**config.mk**
```make
export PLATFORM = sky130hd
export DESIGN_NAME = acc_stream_arbiter
export DESIGN_NICKNAME = d
export VERILOG_FILES = /design/src/rtl/acc_stream_arbiter.sv
export SDC_FILE = /design/constraint.sdc
export NUM_CORES = 1
export LEC_CHECK = 0
export ABC_AREA = 1
export BUFFER_PORTS_ARGS = -buffer_cell sky130_fd_sc_hd__buf_2
export CORE_AREA = 5 5 441 443
export CTS_CLUSTER_SIZE = 16
export DETAILED_ROUTE_END_ITERATION = 8
export DIE_AREA = 0 0 446 448
export PLACE_DENSITY_LB_ADDON = 0.15
export SYNTH_ARGS = -nofsm -noshare
export SYNTH_HDL_FRONTEND = slang
export SYNTH_SLANG_ARGS = --single-unit
```
**constraint.sdc**
```tcl
create_clock -name clk -period 6.92 [get_ports clk]
set_input_delay 0.346 -clock clk [delete_from_list [all_inputs] [get_ports clk]]
set_output_delay 0.346 -clock clk [all_outputs]
set_load 0.02 [all_outputs]
```
**src/rtl/acc_stream_arbiter.sv**
```systemverilog
`default_nettype none
// ============================================================================
// Module      : acc_stream_arbiter
// Description : Round-robin, packet-locked merge of MAX_ACCS AXI-Stream
//               accelerator sources onto one tagged output stream.
// Revision    : 1.0 - initial release
// ============================================================================
module acc_stream_arbiter #(
    parameter int MAX_ACCS = 16,
    parameter int ID_W     = $clog2(MAX_ACCS)
) (
    input  logic                     clk,
    input  logic                     rstn,
    input  logic [MAX_ACCS-1:0]      acc_in_tvalid,
    output logic [MAX_ACCS-1:0]      acc_in_tready,
    input  logic [64*MAX_ACCS-1:0]   acc_in_tdata,
    input  logic [MAX_ACCS-1:0]      acc_in_tlast,
    output logic                     out_tvalid,
    input  logic                     out_tready,
    output logic [ID_W-1:0]          out_tid,
    output logic [63:0]              out_tdata,
    output logic                     out_tlast
);

    typedef enum logic [0:0] {
        IDLE   = 1'b0,
        LOCKED = 1'b1
    } state_t;

    state_t          state_q, state_d;
    logic [ID_W-1:0] grant_q, grant_d;
    logic [ID_W-1:0] rr_ptr_q, rr_ptr_d;

    logic            out_tvalid_q;
    logic            out_tlast_q;
    logic [ID_W-1:0] out_tid_q;
    logic [63:0]     out_tdata_q;

    logic            sel_found;
    logic [ID_W-1:0] sel_idx;
    logic [63:0]     gnt_data;
    logic            gnt_valid;
    logic            gnt_last;
    logic            out_free;
    logic            accept;

    // Rotating priority search starting at rr_ptr, wrapping at MAX_ACCS.
    always_comb begin
        int idx;
        sel_found = 1'b0;
        sel_idx   = '0;
        idx       = 0;
        for (int k = 0; k < MAX_ACCS; k++) begin
            idx = int'(rr_ptr_q) + k;
            if (idx >= MAX_ACCS) begin
                idx = idx - MAX_ACCS;
            end
            if (!sel_found && acc_in_tvalid[idx[ID_W-1:0]]) begin
                sel_found = 1'b1;
                sel_idx   = idx[ID_W-1:0];
            end
        end
    end

    always_comb begin
        gnt_data  = '0;
        gnt_valid = 1'b0;
        gnt_last  = 1'b0;
        for (int i = 0; i < MAX_ACCS; i++) begin
            if (grant_q == ID_W'(i)) begin
                gnt_data  = acc_in_tdata[64*i +: 64];
                gnt_valid = acc_in_tvalid[i];
                gnt_last  = acc_in_tlast[i];
            end
        end
    end

    // The output register can take a new beat when empty or draining this cycle.
    assign out_free = !out_tvalid_q || out_tready;
    assign accept   = (state_q == LOCKED) && gnt_valid && out_free;

    always_comb begin
        acc_in_tready = '0;
        if (state_q == LOCKED && out_free) begin
            acc_in_tready[grant_q] = 1'b1;
        end
    end

    always_comb begin
        state_d  = state_q;
        grant_d  = grant_q;
        rr_ptr_d = rr_ptr_q;
        case (state_q)
            IDLE: begin
                if (sel_found) begin
                    grant_d = sel_idx;
                    state_d = LOCKED;
                end
            end
            LOCKED: begin
                if (accept && gnt_last) begin
                    state_d  = IDLE;
                    rr_ptr_d = (grant_q == ID_W'(MAX_ACCS-1)) ? '0 : grant_q + ID_W'(1);
                end
            end
            default: state_d = IDLE;
        endcase
    end

    always_ff @(posedge clk or negedge rstn) begin
        if (!rstn) begin
            state_q  <= IDLE;
            grant_q  <= '0;
            rr_ptr_q <= '0;
        end else begin
            state_q  <= state_d;
            grant_q  <= grant_d;
            rr_ptr_q <= rr_ptr_d;
        end
    end

    always_ff @(posedge clk or negedge rstn) begin
        if (!rstn) begin
            out_tvalid_q <= 1'b0;
            out_tlast_q  <= 1'b0;
            out_tid_q    <= '0;
            out_tdata_q  <= '0;
        end else if (accept) begin
            out_tvalid_q <= 1'b1;
            out_tlast_q  <= gnt_last;
            out_tid_q    <= grant_q;
            out_tdata_q  <= gnt_data;
        end else if (out_tready) begin
            out_tvalid_q <= 1'b0;
        end
    end

    assign out_tvalid = out_tvalid_q;
    assign out_tlast  = out_tlast_q;
    assign out_tid    = out_tid_q;
    assign out_tdata  = out_tdata_q;

endmodule
`default_nettype wire
```
After elaboration in Yosys (flattened, before gate mapping):

Cells that the tools add are included.
W data, S select, Z words.

* flip-flop bits (word level): 79
* bits of input ports: 1059
* output and inout bits: 86

* add/subtract/negate cells: 32
* order comparisons: 34
* equal/unequal tests: 15
* mux-type cells: 137
* bitwise operators: 1
* reductions and logical operators: 41

Operators with widths (count)
* $mux W64: 16
* $mux W4: 33
* $lt A4 B5 Y1 const B: 17
* $ge A5 B5 Y1 const B: 15
* $mux W1: 69
* $bmux W1 S4: 16
* $sub A4 B1 Y4 const B: 16
* $add A4 B4 Y5 const B: 8
* $eq A4 B4 Y1 const B: 8
* $add A4 B3 Y5 const B: 4
* $logic_and A1 B1 Y1: 20
* $eq A4 B3 Y1 const B: 4
* $logic_not A1 Y1: 16
* $mux W16: 1
* $add A4 B2 Y5 const B: 2
* $eq A4 B2 Y1 const B: 2
* $add A4 B1 Y5 const B: 1
* $ge A4 B5 Y1 const B: 1
* $add A4 B1 Y4 const B: 1
* $demux W1 S4: 1
* $eq A4 B1 Y1 const B: 1
* $ge A4 B1 Y1 const B: 1
* $logic_not A4 Y1: 1
* $reduce_and A2 Y1: 2
* 4 further kinds: 4

Longest topological paths before layout:

Gate-level depths: netlist (run 1).

* depth in word-level cells: 52
* gate-level depth with buffers: 23
* mapped depth without buffers: 22

Least setup slack after synthesis (run 1):

No wires, ideal clock.

* path type: reg2reg
* start point: register rr_ptr_q[1]
* end point: register grant_q[0]
* arrival time: 2.856 ns
* data required time: 6.802 ns
* slack: 3.947 ns
* cell stages (with the launch flop): 20
* cell sequence: dfrtp_1 -> inv_1 -> buf_2 -> ha_1 -> inv_1 -> buf_2 -> nand3_1 -> nand3_1 -> nand3_1 -> nand2_2 -> nand4_4 -> nor2_4 -> nand4_2 -> nor2_4 -> nand4_4 -> nor3_4 -> nand3_2 -> nand2_4 -> nand3b_1 -> nand2_1

* word-level cells in the longest chain between the ends: 51
* elaborated cells between the ends (all ways): 158
* classes of those cells: add/sub: 31; order compare: 16; mux: 80; reduce/logical: 31

Ends and longest elaborated chain
* start, declared: RTL line 32 `logic [ID_W-1:0] rr_ptr_q, rr_ptr_d;`
* start signal, assigned: RTL line 118 `rr_ptr_q <= rr_ptr_d;`
* parallel branches: the longest is 51 deep, another holds $add A4 B1 Y5
* end signal, assigned: RTL line 117 `grant_q <= grant_d;`
* end, declared: RTL line 31 `logic [ID_W-1:0] grant_q, grant_d;`

Parallel ways; which one is timed is not known. The select of a mux whose other input is x is not followed.
A chain may end at the register's enable or synchronous reset.

Worst setup path after layout (run 1):

* start point: register grant_q[2]
* end point: register out_tdata_q[1] (netlist: out_tdata[1])

* word-level cells in the longest chain between the ends: 19
* elaborated cells between the ends (all ways): 50
* classes of those cells: eq/ne: 15; mux: 32; reduce/logical: 3

Ends and longest elaborated chain
* $logic_not A4 Y1: RTL line 70 `if (grant_q == ID_W'(i)) begin`
* $mux W1 (16 in series): RTL line 70
* $logic_and A1 B1 Y1 (2 in series): RTL line 80 `assign accept = (state_q == LOCKED) && gnt_valid && out_free;`
* end signal, assigned: RTL line 132 `out_tdata_q <= gnt_data;`
* end, declared: RTL line 37 `logic [63:0] out_tdata_q;`

Several ways; a longest one is shown, not always the timed one.

==> results of run 1 <==
[synthesized netlist by cell type, drive strengths merged (11+ instances only)]
cell type and instances:
nand2 1323, nand3 627, or2 263, nor2 212, inv 192, clkbuf 138
o21ai 82, nand4 81, dfrtp 79, buf 76, ha 11
[stage by stage]
stage | total power, uW | util (%) | setup WS [ps] | instances | cell area, um^2
final | 10400 | 12.9 | 2260 | 6652 | 24500
after global routing | 11500 | 12.9 | 1910 | 6636 | 24500
after CTS | 10700 | 12.9 | 2050 | 6621 | 24500
after detailed placement | 10100 | 12.7 | 2080 | 6605 | 24100
after global placement | 10200 | 12.7 | 2050 | 6604 | 24100
after floorplan | 5460 | - | 3950 | 3118 | 15600
[logic make-up (layout without fill, tap and decap cells)]
| group | after synthesis | after routing | share of synthesized area (%) |
|---|---|---|---|
| other | 0 | 31 | 0 |
| DFF | 79 | 79 | 12.7 |
| adders and majority gates | 11 | 11 | 0.881 |
| AOI/OAI and AO/OA | 95 | 95 | 3.22 |
| and+or+nand+nor | 2516 | 2516 | 72.1 |
| buffers and inverters | 407 | 1399 | 10.3 |
| xor gates and xnor gates | 10 | 10 | 0.897 |
[how the worst max path moves through the flow]
stage / slack, ps / to
detailed placement: 2080 / out_tdata[1]
global placement: 2050 / out_tdata[6]
floorplan: 3950 / grant_q[0]
CTS: 2050 / out_tdata[1]
finish: 2260 / out_tdata[1]
global route: 1910 / out_tdata[1]
[per-layer routing]
metal	global-route usage [%]	wire length, um
met3	3.76	12400
met1	21.8	77200
met4	2.48	2890
met2	29.6	87400
met5	0	240
[sequential cells by signal (all words and copies together) (netlist names)]
register / count
out_tdata: 64
state_q: 1
rr_ptr_q: 4
out_tid: 4
grant_q: 4
out_tlast: 1
out_tvalid: 1
[power by group through the flow]
stage / logic, uW / registers, uW / clock network, uW
2_1_floorplan: 4440 / 1020 / 0
3_3_place_gp: 9310 / 863 / 0
3_5_place_dp: 9250 / 853 / 0
4_1_cts: 9280 / 853 / 605
5_1_grt: 9970 / 877 / 613
6_report: 9010 / 845 / 570
[cell type report]
class                      count  area share [%]
sequential                    79            8.06
tap                         2511            12.8
clock buffer                  10           0.933
antenna                       31           0.316
inverter                     193            3.05
timing repair buffer        1191            25.1
clock inverter                 5           0.337
multi-input combinational   2632            49.4
[repair_timing]
action | in CTS | in global routing
endpoints found under the hold margin | 6 | 0
hold buffers | 1 | 0
resized for setup | 0 | 0
setup endpoints to repair | 0 | 0
[critical path: stages (launching register included)]
cell and delay (ps):
dfrtp_1 480, nor2_1 330, inv_1 190, nor2_4 590, buf_4 570, nand2_1 210, nand3_1 170, nand3_1 90
nand3_1 80, nand2_1 50, nand2_1 60, o21ai_0 70, nand3_1 80, nand3_1 510, nand2_1 370, nand2_1 80
nand4_1 130, nand3_1 90, nand3_1 150, nand3_1 100, nand2_1 100
==> metrics.csv, run 1 <==
stage;metric;value;unit
setup_path;crit_path_start;grant_q[2];
floorplanning;dieHeight;448;um
yosys;yosysUniqueCellTypes;39;
worst_hold_path;hold_depth;2;
yosys;yosysSeqAreaShare;12.7;%
setup_path;rr_worst_depth;20;
cts;cts_root_buf;clkbuf_16;
setup_path;worstReg2RegStart;grant_q[2];
timing;tns;0;ps
setup_path;arrival;4980;ps
cells_and_area;final_common_cell;nand2_1;
job;max_cap_violations;0;
setup_path;crit_type;reg -> reg;
power;switching_share;68.2;%
timing;final.period_utilization;67.3;%
yosys;synth_cells;3118;
floorplanning;rows;160;
timing;whs;163;ps
power;combPwrFrac;86.4;%
floorplanning;fp.dieW;446;um
power;pwr-share-clk;5.5;%
floorplanning;start_util;8.24;%
yosys;synth_edf_count;0;
power;p_sw;7100;uW
cts;post_cts_buffers;0;
yosys;synth_area_leader_cell;nand2_1;
drt;routed_wl;180;mm
placement;place_hpwl;154;mm
power;power.leakage;0.0128;uW
cells_and_area;final_cell_mix;nand2_1 (1318), buf_2 (1143), nand3_1 (625);
global_route;antenna_found_initial;123;
global_route;grt_max_degree;133;
yosys;synth_area;15600;um^2
drt;drt_iter0_drc;2092;
floorplanning;core_area;190000;um^2
drt;antenna_left;0;
yosys;ys_seq_elements;79;
yosys;synthTopCellsByArea;nand2_1 (32%), nand3_1 (20%), dfrtp_1 (13%);
cts;cts_tree;built;
timing;finClkSkew;13.0;ps
drt;dr.pass1.iters;5;
timing;slew_viol_final;0;
cells_and_area;fillCellCount;22861;
setup_path;startpoint_type;flop;
cts;cts.htree.levels;3;
timing;tightest_slew;1230;ps
yosys;synth_nets;4188;
setup_path;rr_endpoint;out_tdata[1];
cells_and_area;final_nets;5176;
timing;grt_setup_unrepaired;no;
setup_path;r2r_setup_slack;2260;ps
yosys;synthFlopType;dfrtp_1;
placement;gp_congestion;0.891;
timing;max_slew_margin;17.7;%
global_route;grt_pass1_wl;230;mm
cts;path_clk_slew;80;ps
setup_path;crit_fanout;31;
power;p_seq_share;8.1;%
floorplanning;dieArea;200000;um^2
timing;setup-violations-final;0;
cells_and_area;drive_above_1_share;37.1;%
timing;final.min_clock_period;4660;ps
drt;drc;0;
status;outcome;completed;
yosys;synthArstFlopShare;100;%
worst_hold_path;min_from;out_tready;
drt;vias_per_cell;3.77;
cells_and_area;multi_input_area;12100;um^2
cts;clockBufferDepth;2;
global_route;grt_usage;17.0;%
cells_and_area;synthToLayoutAreaGrowth;57.1;%
timing;hold_violations;0;
cts;cts_made_buffers;9;
yosys;yosysWarnings;0;
floorplanning;io_pins;1145;
setup_path;crit_required;7240;ps
setup_path;endpoint_kind;flop;
power;p_per_area;425;nW/um^2
worst_hold_path;min_to;out_tvalid;
power;vdd_ir_drop_max;0.127;mV
placement;portBuffers;1144;
drt;route.vias.total;25109;
yosys;synth_top_area_share;31.7;%
global_route;grt.overflow.total;0;
cts;worstSkewPairLatency;390;ps
timing;max_freq;215;MHz
global_route;grt_pass1_vias;24999;
power;intPower;3320;uW
cts;cts_num_sinks;79;
drt;drt-wirelength-per-cell;27.1;um
yosys;avgSynthCellArea;5.01;um^2
worst_hold_path;hp-class;in -> reg;
cells_and_area;seqCellArea;1980;um^2
Note: power is estimated with default switching activity, not from simulation.
==> inputs of run 2 (changes only) <==
ABC_AREA = 0   (was 1)
CORE_AREA = 5 5 442 444   (was 5 5 441 443)
DIE_AREA = 0 0 447 449   (was 0 0 446 448)
clock period = 4.3 ns   (was 6.92 ns; I/O delays follow)
==> metrics.csv, run 2 <==
stage;metric;value;unit
global_route;grt_pass1_vias;20931;
timing;final.period_utilization;93.5;%
floorplanning;dieHeight;449;um
drt;dr.pass1.iters;6;
yosys;avgSynthCellArea;6.93;um^2
power;combPwrFrac;86.2;%
floorplanning;rows;161;
power;p_sw;10600;uW
global_route;grt.overflow.total;0;
setup_path;endpoint_kind;flop;
yosys;synthTopCellsByArea;dfrtp_1 (16%), a221o_1 (10%), nand2_1 (9.0%);
floorplanning;dieArea;201000;um^2
cells_and_area;multi_input_area;9870;um^2
cts;cts_tree;built;
setup_path;cpMostUsedCell;buf_4;
cts;worstSkewPairLatency;450;ps
worst_hold_path;min_to;out_tdata[50];
timing;tightest_slew;945;ps
timing;final.min_clock_period;4020;ps
setup_path;r2r_setup_slack;280;ps
yosys;synth_cells;1810;
yosys;muxShareOfSynthArea;7.77;%
cells_and_area;fillCellCount;22527;
timing;max_slew_margin;37.0;%
power;pwr-share-clk;5.6;%
yosys;ys_seq_elements;79;
drt;drt-wirelength-per-cell;32.0;um
setup_path;crit_chain;inv_1 -> ha_1 -> nor4b_2 -> buf_4 -> buf_4 -> buf_4 -> a221o_1 -> o21ai_0 -> buf_4 -> o21ai_0 -> o22ai_1 -> o21ai_1 -> a21oi_1 -> nor3_1 -> o32a_1;
status;outcome;completed;
drt;vias_per_cell;3.88;
drt;drt_iter0_drc;1799;
drt;drc;0;
power;vdd_ir_drop_max;0.528;mV
cts;cts_root_buf;clkbuf_16;
setup_path;crit_type;reg -> reg;
yosys;synth_area;12500;um^2
timing;whs;149;ps
power;intPower;7160;uW
yosys;synthArstFlopShare;100;%
worst_hold_path;hold_depth;4;
setup_path;crit_path_start;grant_q[0];
cts;cts_num_sinks;79;
cts;cts.htree.levels;3;
setup_path;crit_required;4660;ps
yosys;yosysSeqAreaShare;15.8;%
drt;route.vias.total;21161;
drt;routed_wl;174;mm
yosys;yosysMostFrequentCell;nand2_1;
placement;portBuffers;1144;
yosys;synthAdderAreaFrac;1.10;%
floorplanning;start_util;6.56;%
yosys;synthTopCellsByCount;nand2_1 (300), o21ai_0 (199), clkbuf_1 (176);
job;max_cap_violations;0;
cells_and_area;largest_reg_flops;64;
cts;path_clk_slew;110;ps
setup_path;crit_fanout;23;
yosys;synth_top_area_share;15.8;%
timing;grt_setup_unrepaired;no;
timing;hold_violations;0;
cells_and_area;final_nets;3967;
setup_path;arrival;4380;ps
setup_path;worstReg2RegStart;grant_q[0];
cells_and_area;synthToLayoutAreaGrowth;78.6;%
power;power.leakage;0.00982;uW
power;switching_share;59.6;%
timing;slew_viol_final;0;
setup_path;rr_worst_depth;15;
timing;max_freq;249;MHz
floorplanning;core_area;191000;um^2
setup_path;cp_slowest_cell;dfrtp_1;
yosys;yosysWarnings;0;
cells_and_area;seqCellArea;1980;um^2
global_route;antenna_found_initial;110;
cts;cts_made_buffers;9;
worst_hold_path;min_from;acc_in_tdata[882];
yosys;synthFlopType;dfrtp_1;
cells_and_area;drive_above_1_share;47.1;%
yosys;synth_top_family_by_area;compound AO/OA/AOI/OAI gates;
worst_hold_path;hp-class;in -> reg;
cells_and_area;final_common_cell;buf_2;
timing;fin_ws;280;ps
floorplanning;io_pins;1145;
setup_path;slowest_delay;480;ps
timing;finClkSkew;40.1;ps
drt;antenna_left;0;
yosys;synth_edf_count;0;
setup_path;startpoint_type;flop;
yosys;synth-simple-area-share;21.1;%
placement;place_hpwl;146;mm
yosys;synth_nets;2880;
power;p_seq_share;8.2;%
global_route;grt_pass1_wl;220;mm
yosys;synth-compound-area-share;46.6;%
cts;clockBufferDepth;2;
global_route;grt_usage;16.5;%
placement;gp_congestion;0.918;
yosys;synth_xor_xnor_area_share;1.04;%
cells_and_area;final_cell_mix;buf_2 (1143), nand2_1 (294), o21ai_0 (195);
power;p_per_area;791;nW/um^2
yosys;yosysUniqueCellTypes;74;
global_route;grt_max_degree;66;
floorplanning;fp.dieW;447;um
yosys;synth_area_leader_cell;dfrtp_1;
placement;place_ws;-112;ps
setup_path;rr_endpoint;out_tdata[12];
timing;setup-violations-final;0;
run 2: changes by cell type after synthesis, sizes merged, moves of 82 or more:
| cell | change |
|---|---|
| a21oi | +82 |
| a221o | +130 |
| inv | -179 |
| nand2 | -1023 |
| nand3 | -606 |
| o21ai | +130 |
| o22ai | +134 |
| or2 | -261 |
run 2: final cells by class:
| cell class | instances | area share (%) |
|---|---|---|
| multi-input combinational | 1514 | 44.0 |
| timing repair buffer | 1280 | 31.2 |
| antenna | 22 | 0.246 |
| tap | 2526 | 14.1 |
| inverter | 13 | 0.218 |
| sequential | 79 | 8.82 |
| clock inverter | 6 | 0.385 |
| clock buffer | 9 | 1.00 |
run 2: power groups by stage:
stage	registers, uW	clock network, uW	logic [uW]
after floorplan	1800	0	7670
after global placement	1470	0	15600
after detailed placement	1470	0	15500
after CTS	1460	1090	15600
after global routing	1500	1080	16400
final	1450	1000	15300
run 2: layer usage:
metal / GRT usage, % / vias up / share of wire, %
li1: - / 9379 / -
met1: 21.2 / 10490 / 42
met2: 28.8 / 1024 / 49
met3: 3.69 / 206 / 6.5
met4: 2.42 / 62 / 1.4
met5: 0 / - / 0.25
run 2: repair_timing:
item,4_1_cts,5_1_grt
hold endpoints to repair,47,0
setup buffers,0,0
setup endpoints to repair,2,2
hold buffers,1,0
gates resized for setup,2,2
run 2: cells by family after synthesis:
kind of cell               count (synthesis)
DFF                                       79
and+or+nand+nor                          617
buffers and inverters                    217
AOI/OAI and AO/OA                        809
xor gates and xnor gates                  14
muxes                                     63
adders and majority gates                 11
run 2: worst max path at each step:
stage | endpoint | slack [ps] | cells after the start
after floorplan | grant_q[2] | 20 | 14
after global placement | out_tdata[46] | -130 | 13
after detailed placement | out_tdata[46] | -110 | 13
after CTS | out_tdata[19] | 40 | 12
after global routing | out_tdata[12] | 50 | 15
final | out_tdata[12] | 280 | 15
run 2: metrics by stage:
step,total power [uW],util (%),instances,setup TNS (ps),cell area [um^2]
after floorplan,9470,-,1810,0,12500
after global placement,17100,11.5,5410,-217,22000
after detailed placement,17000,11.5,5411,-166,22000
after CTS,18100,11.7,5427,0,22400
after global routing,19000,11.7,5432,0,22400
final,17700,11.7,5449,0,22400
run 2: critical path: cells and delay by family, from the launching register on:
family | cells | cell delay (ps)
flip-flops | 1 | 480
buffers and inverters | 5 | 1190
adder cells (fa/ha/maj) | 1 | 280
AND/OR/NAND/NOR | 2 | 700
AO/OA/AOI/OAI | 7 | 1260
==> inputs of run 3 (changes only) <==
CTS_BUF_LIST = sky130_fd_sc_hd__clkbuf_4   (was unset)
SETUP_SLACK_MARGIN = 0.5   (was unset)
==> metrics.csv, run 3 (synthesized netlist as in run 2, its figures left out) <==
stage;metric;value;unit
global_route;grt_pass1_vias;22852;
placement;portBuffers;1144;
cells_and_area;seqCellArea;1980;um^2
cells_and_area;final_nets;4340;
cells_and_area;largest_reg_flops;64;
job;max_cap_violations;0;
setup_path;crit_type;reg -> reg;
cells_and_area;multi_input_area;9960;um^2
timing;hold_violations;0;
timing;tns;0;ps
placement;gp_congestion;0.886;
cts;cts_made_buffers;9;
cts;cts_tree;built;
drt;drt-wirelength-per-cell;29.3;um
drt;drc;0;
drt;vias_per_cell;3.88;
cts;cts.htree.levels;3;
placement;place_hpwl;142;mm
timing;slew_viol_final;0;
floorplanning;rows;161;
cells_and_area;final_cell_mix;buf_2 (1143), dlygate4sd3_1 (351), nand2_1 (294);
floorplanning;dieArea;201000;um^2
placement;place_ws;137;ps
power;power.leakage;0.0114;uW
setup_path;endpoint_kind;flop;
drt;antenna_left;0;
worst_hold_path;hp-class;in -> reg;
drt;routed_wl;172;mm
floorplanning;fp.dieW;447;um
global_route;grt_usage;16.2;%
drt;route.vias.total;22686;
status;outcome;completed;
timing;grt_setup_unrepaired;yes;
cells_and_area;fillCellCount;22444;
setup_path;arrival;4340;ps
power;vdd_ir_drop_max;0.535;mV
power;pwr-share-clk;3.3;%
cells_and_area;fin_area;26100;um^2
timing;finClkSkew;56.4;ps
drt;dr.pass1.iters;5;
global_route;grt_max_degree;66;
global_route;grt.overflow.total;0;
power;p_per_area;724;nW/um^2
cts;cts_num_sinks;79;
power;intPower;8050;uW
timing;final.period_utilization;86.4;%
setup_path;crit_required;4920;ps
floorplanning;dieHeight;449;um
cts;worstSkewPairLatency;710;ps
cts;clockBufferDepth;2;
timing;max_slew_margin;29.3;%
cts;cts_root_buf;clkbuf_4;
cells_and_area;final_core_util;13.6;%
timing;fin_ws;585;ps
timing;max_freq;269;MHz
timing;setup-violations-final;0;
setup_path;crit_fanout;25;
power;combPwrFrac;88.7;%
floorplanning;start_util;6.56;%
cells_and_area;synthToLayoutAreaGrowth;108;%
power;p_seq_share;8.0;%
global_route;grt_pass1_wl;219;mm
cells_and_area;drive_above_1_share;42.8;%
power;p_sw;10800;uW
setup_path;startpoint_type;flop;
timing;final.min_clock_period;3720;ps
floorplanning;core_area;191000;um^2
cts;path_clk_slew;210;ps
power;switching_share;57.4;%
timing;tightest_slew;1060;ps
cells_and_area;final_common_cell;buf_2;
drt;drt_iter0_drc;2268;
global_route;antenna_found_initial;87;
placement;placed_area;22200;um^2
floorplanning;io_pins;1145;
-- run 3: cell types whose count changed in the layout (fill, tap and decap cells not counted), moves of 7 or more --
| cell | previous run | this run |
|---|---|---|
| nor3_1 | 71 | 63 |
| diode_2 | 22 | 46 |
| clkbuf_16 | 9 | 0 |
| dlygate4sd3_1 | 1 | 351 |
| buf_4 | 116 | 134 |
| nor3_2 | 1 | 8 |
| clkbuf_4 | 0 | 9 |
-- run 3: critical path, cell delays in order, from the launching register on --
cell           delay, ps
dfrtp_1              510
inv_1                150
ha_2                 300
or3b_4               540
buf_4                300
o21ai_0              200
o21ai_0              110
o22ai_1              150
o21ai_0              130
a21oi_2              250
nor3_1               100
dlygate4sd3_1        580
o32a_1               320
-- run 3: path summary, 6_finish.rpt --
kind	from	end	slack, ps	depth (start not counted)
worst max register to register	grant_q[0]	out_tdata[20]	580	12
worst max-delay path	grant_q[0]	out_tdata[20]	580	12
worst min-delay path	acc_in_tdata[674]	out_tdata[34]	160	4
max in group asynchronous	rstn	rr_ptr_q[1]	3060	4
worst min register to register	out_tdata[55]	out_tdata[55]	520	1
min in group asynchronous	rstn	out_tdata[19]	640	4
-- run 3: final cells by class --
type	instances	share of cell area, %
Clock buffer	9	0.259
Multi-Input combinational cell	1515	38.2
Timing Repair Buffer	1652	41.0
Clock inverter	7	0.245
Inverter	13	0.187
Antenna cell	46	0.441
Tap cell	2526	12.1
Sequential cell	79	7.59
-- run 3: power by group through the flow --
| stage | clock (uW) | combinational [uW] | sequential (uW) |
|---|---|---|---|
| after floorplan | 0 | 7690 | 1800 |
| after global placement | 0 | 16000 | 1530 |
| after detailed placement | 0 | 15900 | 1530 |
| after CTS | 720 | 16900 | 1510 |
| after global routing | 719 | 18000 | 1560 |
| final | 620 | 16800 | 1510 |
-- run 3: stage by stage --
stage	hold slack (ps)	power, uW	cells
global route	62.2	20300	5834
CTS	0.746	19200	5798
floorplan	-80.6	9490	1810
finish	161	18900	5847
detailed placement	286	17400	5428
global placement	287	17600	5428
-- run 3: what timing repair did --
action / 4_1_cts / 5_1_grt
cloned: 0 / 1
hold endpoints to repair: 110 / 0
buffers inserted: 2 / 2
endpoints found under the setup margin: 4 / 35
hold buffers: 352 / 0
pin swaps: 0 / 2
gates resized for setup: 5 / 13
-- run 3: per-layer routing --
metal  global-route usage, %  vias up  routed length [um]
met1                    21.4    11339               74000
met2                    27.3     1050               83200
met4                    3.39       24                3140
li1                        -    10141                   -
met3                    3.11      132               11100
met5                       0        -                 153
